===== src/rtl/cpu_ctrl_pkg.sv =====
// rtl/cpu_ctrl_pkg.sv - shared state encodings and defaults for the CPU step sequencer
package cpu_ctrl_pkg;

  localparam logic [31:0] HALT_WORD_DEF = 32'hFC00_0000;

  typedef enum logic [2:0] {
    ST_FETCH   = 3'd0,
    ST_IDLE    = 3'd1,
    ST_MEMW    = 3'd2,
    ST_COMMIT  = 3'd3,
    ST_BP_HALT = 3'd4,
    ST_HALTED  = 3'd5
  } state_t;

endpackage


===== src/rtl/cpu_step_sequencer_key_debounce.sv =====
// rtl/cpu_step_sequencer_key_debounce.sv - step key synchroniser, stability filter and press pulse
module key_debounce #(
  parameter int DEB_CYC = 500_000
) (
  input  logic clk,
  input  logic rst,
  input  logic key_n,
  output logic press
);

  localparam int CW = $clog2(DEB_CYC + 1);

  logic          sync1;
  logic          sync2;
  logic          last;
  logic          stable;
  logic [CW-1:0] cnt;

  // Released level is 1; any change on the synchronised key restarts the stability count.
  always_ff @(posedge clk) begin
    if (rst) begin
      sync1  <= 1'b1;
      sync2  <= 1'b1;
      last   <= 1'b1;
      stable <= 1'b1;
      cnt    <= '0;
      press  <= 1'b0;
    end else begin
      sync1 <= key_n;
      sync2 <= sync1;
      press <= 1'b0;
      if (sync2 != last) begin
        last <= sync2;
        cnt  <= '0;
      end else if (cnt != CW'(DEB_CYC - 1)) begin
        cnt <= cnt + CW'(1);
      end else if (stable != last) begin
        stable <= last;
        press  <= stable & ~last;
      end
    end
  end

endmodule


===== src/rtl/cpu_step_sequencer.sv =====
// rtl/cpu_step_sequencer.sv - paces the single-cycle datapath with one-cycle commit enables
module cpu_step_sequencer
  import cpu_ctrl_pkg::*;
#(
  parameter int          RUN_DIV   = 50_000_000,
  parameter int          DEB_CYC   = 500_000,
  parameter int          ROM_LAT   = 2,
  parameter int          RAM_LAT   = 2,
  parameter logic [31:0] HALT_WORD = HALT_WORD_DEF,
  parameter int          CNT_W     = 16
) (
  input  logic             clk,
  input  logic             rst,
  input  logic             run_sw,
  input  logic             step_n,
  input  logic             bp_en,
  input  logic [7:0]       bp_addr,
  input  logic [7:0]       pc,
  input  logic [31:0]      inst,
  input  logic             mem_access,
  output logic             pc_en,
  output logic             rf_we_en,
  output logic             dm_we_en,
  output logic [2:0]       state_o,
  output logic             halted,
  output logic [CNT_W-1:0] retired
);

  localparam int LAT_MAX = (ROM_LAT > RAM_LAT) ? ROM_LAT : RAM_LAT;
  localparam int LW      = $clog2(LAT_MAX + 1);
  localparam int PW      = $clog2(RUN_DIV);

  state_t        state;
  state_t        state_nxt;
  logic [LW-1:0] lat_cnt;
  logic [PW-1:0] presc;
  logic          bp_skip;
  logic          press;
  logic          tick;
  logic          trigger;
  logic          commit;

  key_debounce #(.DEB_CYC(DEB_CYC)) u_key (
    .clk   (clk),
    .rst   (rst),
    .key_n (step_n),
    .press (press)
  );

  assign tick    = (presc == PW'(RUN_DIV - 1));
  assign trigger = run_sw ? tick : press;

  always_comb begin
    state_nxt = state;
    commit    = 1'b0;
    case (state)
      // Instruction word is only trusted once ROM_LAT edges have passed since the PC moved.
      ST_FETCH: begin
        if (lat_cnt == LW'(ROM_LAT))
          state_nxt = (inst == HALT_WORD) ? ST_HALTED : ST_IDLE;
      end
      ST_IDLE: begin
        if (bp_en && (pc == bp_addr) && !bp_skip)
          state_nxt = ST_BP_HALT;
        else if (trigger)
          state_nxt = mem_access ? ST_MEMW : ST_COMMIT;
      end
      ST_MEMW: begin
        if (lat_cnt == LW'(RAM_LAT - 1))
          state_nxt = ST_COMMIT;
      end
      ST_COMMIT: begin
        commit    = 1'b1;
        state_nxt = ST_FETCH;
      end
      ST_BP_HALT: begin
        if (press)
          state_nxt = ST_IDLE;
      end
      ST_HALTED: state_nxt = ST_HALTED;
      default:   state_nxt = ST_FETCH;
    endcase
  end

  always_ff @(posedge clk) begin
    if (rst) begin
      state   <= ST_FETCH;
      lat_cnt <= '0;
      presc   <= '0;
      bp_skip <= 1'b0;
      retired <= '0;
    end else begin
      state   <= state_nxt;
      lat_cnt <= (state_nxt != state) ? '0 : lat_cnt + LW'(1);
      presc   <= tick ? '0 : presc + PW'(1);
      if (state == ST_BP_HALT && press)
        bp_skip <= 1'b1;
      if (commit) begin
        bp_skip <= 1'b0;
        if (~&retired)
          retired <= retired + CNT_W'(1);
      end
    end
  end

  assign pc_en    = commit;
  assign rf_we_en = commit;
  assign dm_we_en = commit;
  assign state_o  = state;
  assign halted   = (state == ST_BP_HALT) || (state == ST_HALTED);

endmodule

===== config.mk =====
export PLATFORM = sky130hd
export DESIGN_NAME = cpu_step_sequencer
export DESIGN_NICKNAME = d
export VERILOG_FILES = /design/src/rtl/cpu_ctrl_pkg.sv /design/src/rtl/cpu_step_sequencer_key_debounce.sv /design/src/rtl/cpu_step_sequencer.sv
export SDC_FILE = /design/constraint.sdc
export NUM_CORES = 1
export LEC_CHECK = 0
export BUFFER_PORTS_ARGS = -buffer_cell sky130_fd_sc_hd__buf_2
export CAP_MARGIN = 20
export CORE_ASPECT_RATIO = 1.75
export CORE_UTILIZATION = 39
export CTS_CLUSTER_DIAMETER = 40
export DETAILED_ROUTE_END_ITERATION = 8
export PLACE_DENSITY_LB_ADDON = 0.12
export SYNTH_ARGS = -nofsm -noshare
export SYNTH_HDL_FRONTEND = slang
export SYNTH_SLANG_ARGS = --single-unit

===== constraint.sdc =====
create_clock -name clk -period 5.6 [get_ports clk]
set_input_delay 0.56 -clock clk [delete_from_list [all_inputs] [get_ports clk]]
set_output_delay 0.56 -clock clk [all_outputs]
set_load 0.01 [all_outputs]

==> results_tabular.tex, run 1 <==
\begin{tabular}{lr}
\hline
Metric & Value \\
\hline
\multicolumn{2}{l}{\textbf{STA}} \\
\quad Hold Violations, Final & 0 \\
\quad Post-route minimum period & 2180 ps \\
\quad Maximum clock frequency & 458 MHz \\
\quad Final period util & 39.0\% \\
\quad Sum Neg Setup Slack & 0 ps \\
\quad Post-route clock skew & 5.58 ps \\
\quad Final-report setup violation count & 0 \\
\quad Slew at the pin with the worst max-slew slack & 638 ps \\
\quad Number of max-slew violations in the final report & 0 \\
\quad Hold\_ws & 405 ps \\
\quad Setup repair after global routing missed its margin & false \\
\quad Max\_slew headroom & 57.2\% \\
\multicolumn{2}{l}{\textbf{Global route}} \\
\quad Total gr overflow & 0 \\
\quad Global-route met1 utilization & 19.0\% \\
\quad Vias in the first global route & 3000 \\
\quad Antenna violations before repair & 0 \\
\quad Gr busiest metal & met2 \\
\quad Pin count of the biggest net entering global routing & 32 \\
\quad Met2 demand-to-capacity share in global routing & 33.0\% \\
\quad Global-route met3 utilization & 4.09\% \\
\quad Total Routing Usage GR & 18.1\% \\
\quad Wire length of the first global-routing pass & 13300 um \\
\multicolumn{2}{l}{\textbf{Synth}} \\
\quad Share of the synthesized area in the top cell type & 40.8\% \\
\quad Commonest cells in the synthesized netlist & 72 x sky130\_fd\_sc\_hd\_\_dfxtp\_1, 64 x sky130\_fd\_sc\_hd\_\_nor2\_1, 32 x sky130\_fd\_sc\_hd\_\_xor2\_1, 24 x sky130\_fd\_sc\_hd\_\_nand3\_1, 23 x sky130\_fd\_sc\_hd\_\_xnor2\_1 \\
\quad Number of flops mapped to enable cells by yosys & 0 \\
\quad Yosys warns & 0 \\
\quad Gate count after technology mapping & 417 \\
\quad Top area cells in the synthesized netlist & sky130\_fd\_sc\_hd\_\_dfxtp\_1 41\%, sky130\_fd\_sc\_hd\_\_xor2\_1 7.9\%, sky130\_fd\_sc\_hd\_\_nor2\_1 6.8\% \\
\quad Count of distinct cell types in the synthesized netlist & 51 \\
\quad Register bit count reported by yosys & 72 \\
\quad Proportion of synthesized flip-flops having asynchronous set or reset & 0\% \\
\quad Most used DFF post-synth & sky130\_fd\_sc\_hd\_\_dfxtp\_1 \\
\quad Total standard cell area after synthesis & 0.00353 mm\^{}2 \\
\quad Area leader, netlist & sky130\_fd\_sc\_hd\_\_dfxtp\_1 \\
\quad Syn Nets & 477 \\
\quad Average instance area after synthesis & 8.47 um\^{}2 \\
\quad Seq/Total Area, Yosys & 40.8\% \\
\quad Top-count cell post-synth & sky130\_fd\_sc\_hd\_\_dfxtp\_1 \\
\multicolumn{2}{l}{\textbf{Clock network}} \\
\quad Later-pin clock latency in the skew report & 330 ps \\
\quad CTS tree & built \\
\quad Post-cts hold buffer count & 0 \\
\quad Maximum buffer depth of the clock tree & 2 \\
\quad Clock net sink count & 72 \\
\quad Post-CTS Resized & 0 \\
\quad Post-CTS setup-driven buffer insertion count & 0 \\
\quad Master cell of the clock root buffer & sky130\_fd\_sc\_hd\_\_clkbuf\_16 \\
\quad Clock Pin Slew Worst Setup and Hold Paths & 50 ps \\
\quad CTS buffer count & 9 \\
\quad CTS H-tree depth & 3 \\
\multicolumn{2}{l}{\textbf{Worst hold path}} \\
\quad Min-Delay Path Depth & 1 \\
\quad Origin of the worst min-delay path & u\_key.sync1 \\
\quad Hold WC Path Type & register to register \\
\quad Destination of the worst hold path & u\_key.sync2 \\
\multicolumn{2}{l}{\textbf{Worst setup path}} \\
\quad Source of the worst register-to-register timing path & presc[16] \\
\quad Depth of the worst register-to-register path & 4 \\
\quad Kind of start point of the critical path & register \\
\quad Highest fanout seen on the critical path & 15 \\
\quad Endpoint of the lowest-slack register-to-register path & presc[19] \\
\quad Worst reg-to-reg setup slack & 3490 ps \\
\quad Type of the worst setup path & register to output pin \\
\quad Arr. time, crit path & 1620 ps \\
\quad CP endpoint kind & output pin \\
\quad Worst Path Required & 5040 ps \\
\multicolumn{2}{l}{\textbf{Final layout}} \\
\quad Area Overhead vs Synth & 20.4\% \\
\quad Post-route cell area & 0.00425 mm\^{}2 \\
\quad Post-layout utilization of the core & 48.7\% \\
\quad Number of diodes added for antenna fixing & 0 \\
\quad Share of cells above drive strength 1 & 21.1\% \\
\quad Number of nets at the end of the flow & 549 \\
\multicolumn{2}{l}{\textbf{Detailed routing}} \\
\quad Number of DRC violations after detailed-routing iteration 0 & 133 \\
\quad DR WL/cell & 12.8 um \\
\quad Overall via count from detail\_route & 3151 \\
\quad 1st-pass router iterations & 4 \\
\quad Post-route ant nets & 0 \\
\quad Detailed Route WL & 7780 um \\
\quad Post-DR vias/cell & 5.17 \\
\quad Drc violations & 0 \\
\multicolumn{2}{l}{\textbf{Power and ir drop}} \\
\quad Total internal power & 0.000878 W \\
\quad Power density of the placed cells & 263 mW/mm\^{}2 \\
\quad Maximum ir drop on the vdd rail & 190 uV \\
\quad Register share of total power & 47.6\% \\
\quad Net switching fraction of the power & 21.4\% \\
\quad Combinational cell fraction of total power & 6.2\% \\
\quad Fraction of power consumed by the clock network & 46.2\% \\
\quad Total power & 0.00112 W \\
\quad Leakage power figure & 1.65 nW \\
\quad Switching component of the power & 0.000240 W \\
\multicolumn{2}{l}{\textbf{Floorplanning}} \\
\quad Die boundary width & 73.9 um \\
\quad Die Y-Extent & 128 um \\
\quad Starting utilization of the core area & 40.5\% \\
\quad Row count & 45 \\
\quad Die area & 0.00946 mm\^{}2 \\
\quad Core area & 0.00873 mm\^{}2 \\
\quad Io pins & 77 \\
\multicolumn{2}{l}{\textbf{Placed design}} \\
\quad Port Buffer Count & 76 \\
\quad Detailed placement HPWL & 5810 um \\
\quad Gp weighted congestion & 0.763 \\
\quad Total cell area at the placement stage & 0.00399 mm\^{}2 \\
\multicolumn{2}{l}{\textbf{Flow run}} \\
\quad Max-cap violations & 0 \\
\multicolumn{2}{l}{\textbf{Outcome}} \\
\quad Outcome & complete, no violations \\
\hline
\end{tabular}
## worst max-delay path, cell delays in order, from the launching register on
cell                       delay, ps
sky130_fd_sc_hd__dfxtp_1         620
sky130_fd_sc_hd__nand3b_1        340
sky130_fd_sc_hd__inv_1           190
sky130_fd_sc_hd__buf_2           150
## routing by layer
layer / up-vias / routed length, um
li1: 1612 / -
met1: 1491 / 3250
met2: 32 / 4190
met3: 16 / 182
met4: 0 / 155
met5: - / 0
## worst max-delay path by stage
stage	from	endpoint	depth (start not counted)
after detailed placement	presc[16]	presc[19]	4
after global placement	bp_addr[4]	lat_cnt[1]	6
after global routing	presc[0]	presc[24]	6
after floorplan	u_key.cnt[9]	u_key.cnt[1]	5
after CTS	state_o[1]	rf_we_en	3
final	state_o[1]	rf_we_en	3
## kinds of logic after synthesis
group | count (synthesis) | share of synthesized area [%]
flip-flops | 72 | 40.8
buffers and inverters | 31 | 3.90
multiplexers | 2 | 0.567
AND/OR/NAND/NOR | 206 | 31.1
XOR/XNOR | 55 | 13.6
AO/OA/AOI/OAI | 45 | 7.90
adder cells (fa/ha/maj) | 6 | 2.13
## cells in the final DEF (no fill, tap or decap), types with 11 or more instances in the layout
cell | Yosys | final
sky130_fd_sc_hd__nand2_1 | 22 | 22
sky130_fd_sc_hd__nand3_1 | 24 | 24
sky130_fd_sc_hd__inv_1 | 15 | 15
sky130_fd_sc_hd__buf_2 | 5 | 76
sky130_fd_sc_hd__nor3_1 | 15 | 15
sky130_fd_sc_hd__o21ai_0 | 11 | 11
sky130_fd_sc_hd__xnor2_1 | 23 | 23
sky130_fd_sc_hd__nor4_1 | 11 | 11
sky130_fd_sc_hd__nand4_1 | 18 | 18
sky130_fd_sc_hd__xor2_1 | 32 | 32
sky130_fd_sc_hd__a21oi_1 | 16 | 16
sky130_fd_sc_hd__nor2_1 | 64 | 64
sky130_fd_sc_hd__dfxtp_1 | 72 | 72
## final cells by class
| type | count | area (um^2) |
|---|---|---|
| Multi-Input combinational cell | 314 | 1950 |
| Clock buffer | 15 | 268 |
| Timing Repair Buffer | 77 | 388 |
| Tap cell | 117 | 146 |
| Fill cell | 880 | 4470 |
| Sequential cell | 72 | 1440 |
| Inverter | 15 | 56.3 |
## sequential cells by signal (all words and copies together) (netlist names), 2 cells and up
name	cells
lat_cnt	2
presc	26
retired	16
state_o	3
u_key.cnt	19
## power groups by stage
stage / clock (W) / combinational, W / sequential [W]
after floorplan: 0 / 0.0000443 / 0.000539
final: 0.000516 / 0.0000691 / 0.000532
after CTS: 0.000535 / 0.0000703 / 0.000532
after global placement: 0 / 0.0000683 / 0.000543
after detailed placement: 0 / 0.0000699 / 0.000543
after global routing: 0.000551 / 0.0000804 / 0.000534
## through the flow
| step | setup slack (ps) | instances |
|---|---|---|
| 5_1_grt | 3320 | 610 |
| 3_3_place_gp | 3480 | 595 |
| 2_1_floorplan | 3720 | 417 |
| 3_5_place_dp | 3430 | 595 |
| 6_report | 3420 | 610 |
| 4_1_cts | 3410 | 610 |
Power figures use the tool's default switching activity.
==> run 2, diff against run 1 <==
==> constraint.sdc (replaced) <==
create_clock -name clk -period 1.91 [get_ports clk]
set_input_delay 0.191 -clock clk [delete_from_list [all_inputs] [get_ports clk]]
set_output_delay 0.191 -clock clk [all_outputs]
set_load 0.01 [all_outputs]
==> run 2 against run 1 <==
  * Largest cell class unchanged
  * Non-clock buffer count grew 20
  * Worst setup slack got worse by 3400 ps
  * Register-to-register slack got worse by 3500 ps
  * Total power rose to 3.4 times the previous value
  * Die area is the same
  * Sequential share of layout area decreased by 2.2 points
  * Combinational power rose to 3.4 times the previous value
  * Sequential power grew to 2.9 times the previous value
  * Sequential cell count unchanged
  * Critical path depth is 2 higher
  * Hold slack got worse by 350 ps
==> results_tabular.tex, run 2 (same netlist as run 1, synthesis figures left out) <==
\begin{tabular}{lr}
\hline
Metric & Value \\
\hline
\multicolumn{2}{l}{\textbf{Worst setup path}} \\
\quad Highest fanout seen on the critical path & 6 (-9) \\
\quad Arr. time, crit path & 2100 ps (+480 ps) \\
\quad Startpoint of the most critical setup path & u\_key.cnt[7] \\
\quad Source of the worst register-to-register timing path & u\_key.cnt[7] \\
\quad Critical Path End & u\_key.cnt[1] \\
\quad Worst Path Required & 2130 ps (-2910 ps) \\
\quad Depth of the worst register-to-register path & 5 (+1) \\
\quad Worst reg-to-reg setup slack & 30 ps (-3460 ps) \\
\quad Endpoint of the lowest-slack register-to-register path & u\_key.cnt[1] \\
\quad CP endpoint kind & register \\
\quad Type of the worst setup path & register to register \\
\quad Kind of start point of the critical path & register \\
\multicolumn{2}{l}{\textbf{STA}} \\
\quad Max\_slew headroom & 62.4\% (+5.1 points) \\
\quad Post-route clock skew & 5.72 ps (+0.134 ps) \\
\quad Number of max-slew violations in the final report & 0 (unchanged) \\
\quad Final-report setup violation count & 0 (unchanged) \\
\quad Maximum clock frequency & 532 MHz \\
\quad Hold\_ws & 53.3 ps (-351 ps) \\
\quad Setup repair after global routing missed its margin & true \\
\quad Hold Violations, Final & 0 (unchanged) \\
\quad Final period util & 98.4\% \\
\quad Post-route minimum period & 1880 ps \\
\quad Slew at the pin with the worst max-slew slack & 564 ps (-73.7 ps) \\
\multicolumn{2}{l}{\textbf{Final layout}} \\
\quad Largest registers ranked by flip-flop count & presc: 26 flops, u\_key.cnt: 19 flops, retired: 16 flops \\
\quad Filler instances & 862 (-2.0\%) \\
\quad Most frequent cells in the layout & 76 x sky130\_fd\_sc\_hd\_\_buf\_2, 71 x sky130\_fd\_sc\_hd\_\_dfxtp\_1, 64 x sky130\_fd\_sc\_hd\_\_nor2\_1 \\
\quad Number of nets at the end of the flow & 569 (+3.6\%) \\
\quad Number of diodes added for antenna fixing & 0 (unchanged) \\
\quad Flip-flop count of the largest register, all copies and words added & 26 (unchanged) \\
\quad Post-route cell area & 0.00455 mm\^{}2 (+7.0\%) \\
\quad Area Overhead vs Synth & 28.8\% \\
\quad Share of cells above drive strength 1 & 26.8\% (+5.8 points) \\
\quad Register with the most flip-flops & presc \\
\quad Most common cell after layout, fill and taps aside & sky130\_fd\_sc\_hd\_\_buf\_2 \\
\quad Count of placed standard cells in the final layout, fillers left out & 631 (+3.4\%) \\
\multicolumn{2}{l}{\textbf{Power and ir drop}} \\
\quad Maximum ir drop on the vdd rail & 529 uV (+180\%) \\
\quad Leakage power figure & 1.83 nW (+11\%) \\
\quad Total power & 0.00377 W (+240\%) \\
\quad Power density of the placed cells & 828 mW/mm\^{}2 (+210\%) \\
\multicolumn{2}{l}{\textbf{Clock network}} \\
\quad Post-CTS setup-driven buffer insertion count & 0 (unchanged) \\
\quad Maximum buffer depth of the clock tree & 2 (unchanged) \\
\quad CTS H-tree depth & 3 (unchanged) \\
\quad Post-cts hold buffer count & 0 (unchanged) \\
\quad Clock net sink count & 72 (unchanged) \\
\quad Master cell of the clock root buffer & sky130\_fd\_sc\_hd\_\_clkbuf\_16 \\
\quad CTS buffer count & 9 (unchanged) \\
\quad Later-pin clock latency in the skew report & 330 ps (about the same) \\
\quad Clock Pin Slew Worst Setup and Hold Paths & 60 ps (about the same) \\
\quad CTS tree & built \\
\multicolumn{2}{l}{\textbf{Detailed routing}} \\
\quad Overall via count from detail\_route & 3198 (+1.5\%) \\
\quad Number of DRC violations after detailed-routing iteration 0 & 109 (-18\%) \\
\quad DR WL/cell & 12.8 um (+0.26\%) \\
\quad Drc violations & 0 (unchanged) \\
\quad 1st-pass router iterations & 4 (unchanged) \\
\quad Detailed Route WL & 8070 um (+3.7\%) \\
\quad Post-DR vias/cell & 5.07 (-1.9\%) \\
\quad Post-route ant nets & 0 (unchanged) \\
\multicolumn{2}{l}{\textbf{Outcome}} \\
\quad Outcome & complete, no violations \\
\multicolumn{2}{l}{\textbf{Flow run}} \\
\quad Max-cap violations & 0 (unchanged) \\
\multicolumn{2}{l}{\textbf{Global route}} \\
\quad Pin count of the biggest net entering global routing & 32 (unchanged) \\
\quad Total Routing Usage GR & 19.0\% (+0.93 points) \\
\quad Wire length of the first global-routing pass & 13900 um (+4.5\%) \\
\quad Antenna violations before repair & 0 (unchanged) \\
\quad Total gr overflow & 0 (unchanged) \\
\quad Vias in the first global route & 3218 (+7.3\%) \\
\multicolumn{2}{l}{\textbf{Floorplanning}} \\
\quad Row count & 45 (unchanged) \\
\quad Die area & 0.00946 mm\^{}2 (unchanged) \\
\quad Die Y-Extent & 128 um (unchanged) \\
\quad Core area & 0.00873 mm\^{}2 (unchanged) \\
\quad Starting utilization of the core area & 40.5\% (unchanged) \\
\quad Io pins & 77 (unchanged) \\
\quad Die boundary width & 73.9 um (unchanged) \\
\multicolumn{2}{l}{\textbf{Placed design}} \\
\quad Detailed placement HPWL & 5990 um (+3.2\%) \\
\quad Gp weighted congestion & 0.839 (+10\%) \\
\quad Port Buffer Count & 76 (unchanged) \\
\quad Placed insts & 615 (+3.4\%) \\
\quad Total cell area at the placement stage & 0.00415 mm\^{}2 (+4.1\%) \\
\multicolumn{2}{l}{\textbf{Worst hold path}} \\
\quad Origin of the worst min-delay path & step\_n \\
\quad Hold WC Path Type & input pin to register \\
\quad Min-Delay Path Depth & 2 (+1) \\
\hline
\end{tabular}
[run 2: changes by cell type in the layout (fill, tap and decap cells not counted), sizes merged]
cell	delta
bufinv	+3
clkinv	+1
clkinvlp	+1
clkbuf	-4
buf	+20
[run 2: final cells by class]
type / count / area (um^2) / area share, %
Multi-Input combinational cell: 314 / 2000 / 43.9
Sequential cell: 72 / 1440 / 31.7
Inverter: 15 / 56.3 / 1.24
Timing Repair Buffer: 97 / 551 / 12.1
Clock buffer: 11 / 253 / 5.56
Tap cell: 117 / 146 / 3.22
Clock inverter: 5 / 103 / 2.26
[run 2: worst min path at each step]
stage | end | slack, ps
finish | u_key.sync1 | 50
global route | u_key.sync1 | 50
CTS | u_key.sync1 | 40
detailed placement | u_key.sync1 | 390
global placement | u_key.sync1 | 390
floorplan | u_key.sync1 | 290
[run 2: what timing repair did]
action	in CTS	in global routing
endpoints found under the setup margin	8	18
pin swaps	2	3
gates resized for setup	4	9
[run 2: through the flow]
step / TNS (ps) / utilization [%] / worst slack [ps]
after floorplan: 0 / - / 31.1
after global placement: -59.7 / 47.5 / -26.3
after detailed placement: -153 / 47.5 / -53.0
after CTS: 0 / 51.8 / 11.4
after global routing: -149 / 52.1 / -52.8
final: 0 / 52.1 / 30.3
[run 2: worst max-delay path: stages (launching register included)]
cell,delay (ps)
sky130_fd_sc_hd__dfxtp_2,310
sky130_fd_sc_hd__or4b_4,520
sky130_fd_sc_hd__or4_4,480
sky130_fd_sc_hd__nor2_4,200
sky130_fd_sc_hd__mux2i_1,210
sky130_fd_sc_hd__nor2_1,50
[run 2: routing by layer]
layer | vias to the layer above | part of all wire (%) | track usage, %
met3 | 20 | 2.3 | 3.30
met4 | 0 | 2.7 | 11.3
met5 | - | 0 | 0
met1 | 1495 | 41 | 19.3
met2 | 33 | 54 | 34.7
li1 | 1650 | - | -
[run 2: report_power, final]
group | leakage, nW | switching (W) | total (W) | internal [W]
logic | 1.07 | 0.000121 | 0.000236 | 0.000115
clock network | 0.172 | 0.000634 | 0.00198 | 0.00134
registers | 0.583 | 0.0000211 | 0.00155 | 0.00153
total | 1.83 | 0.000776 | 0.00377 | 0.00299
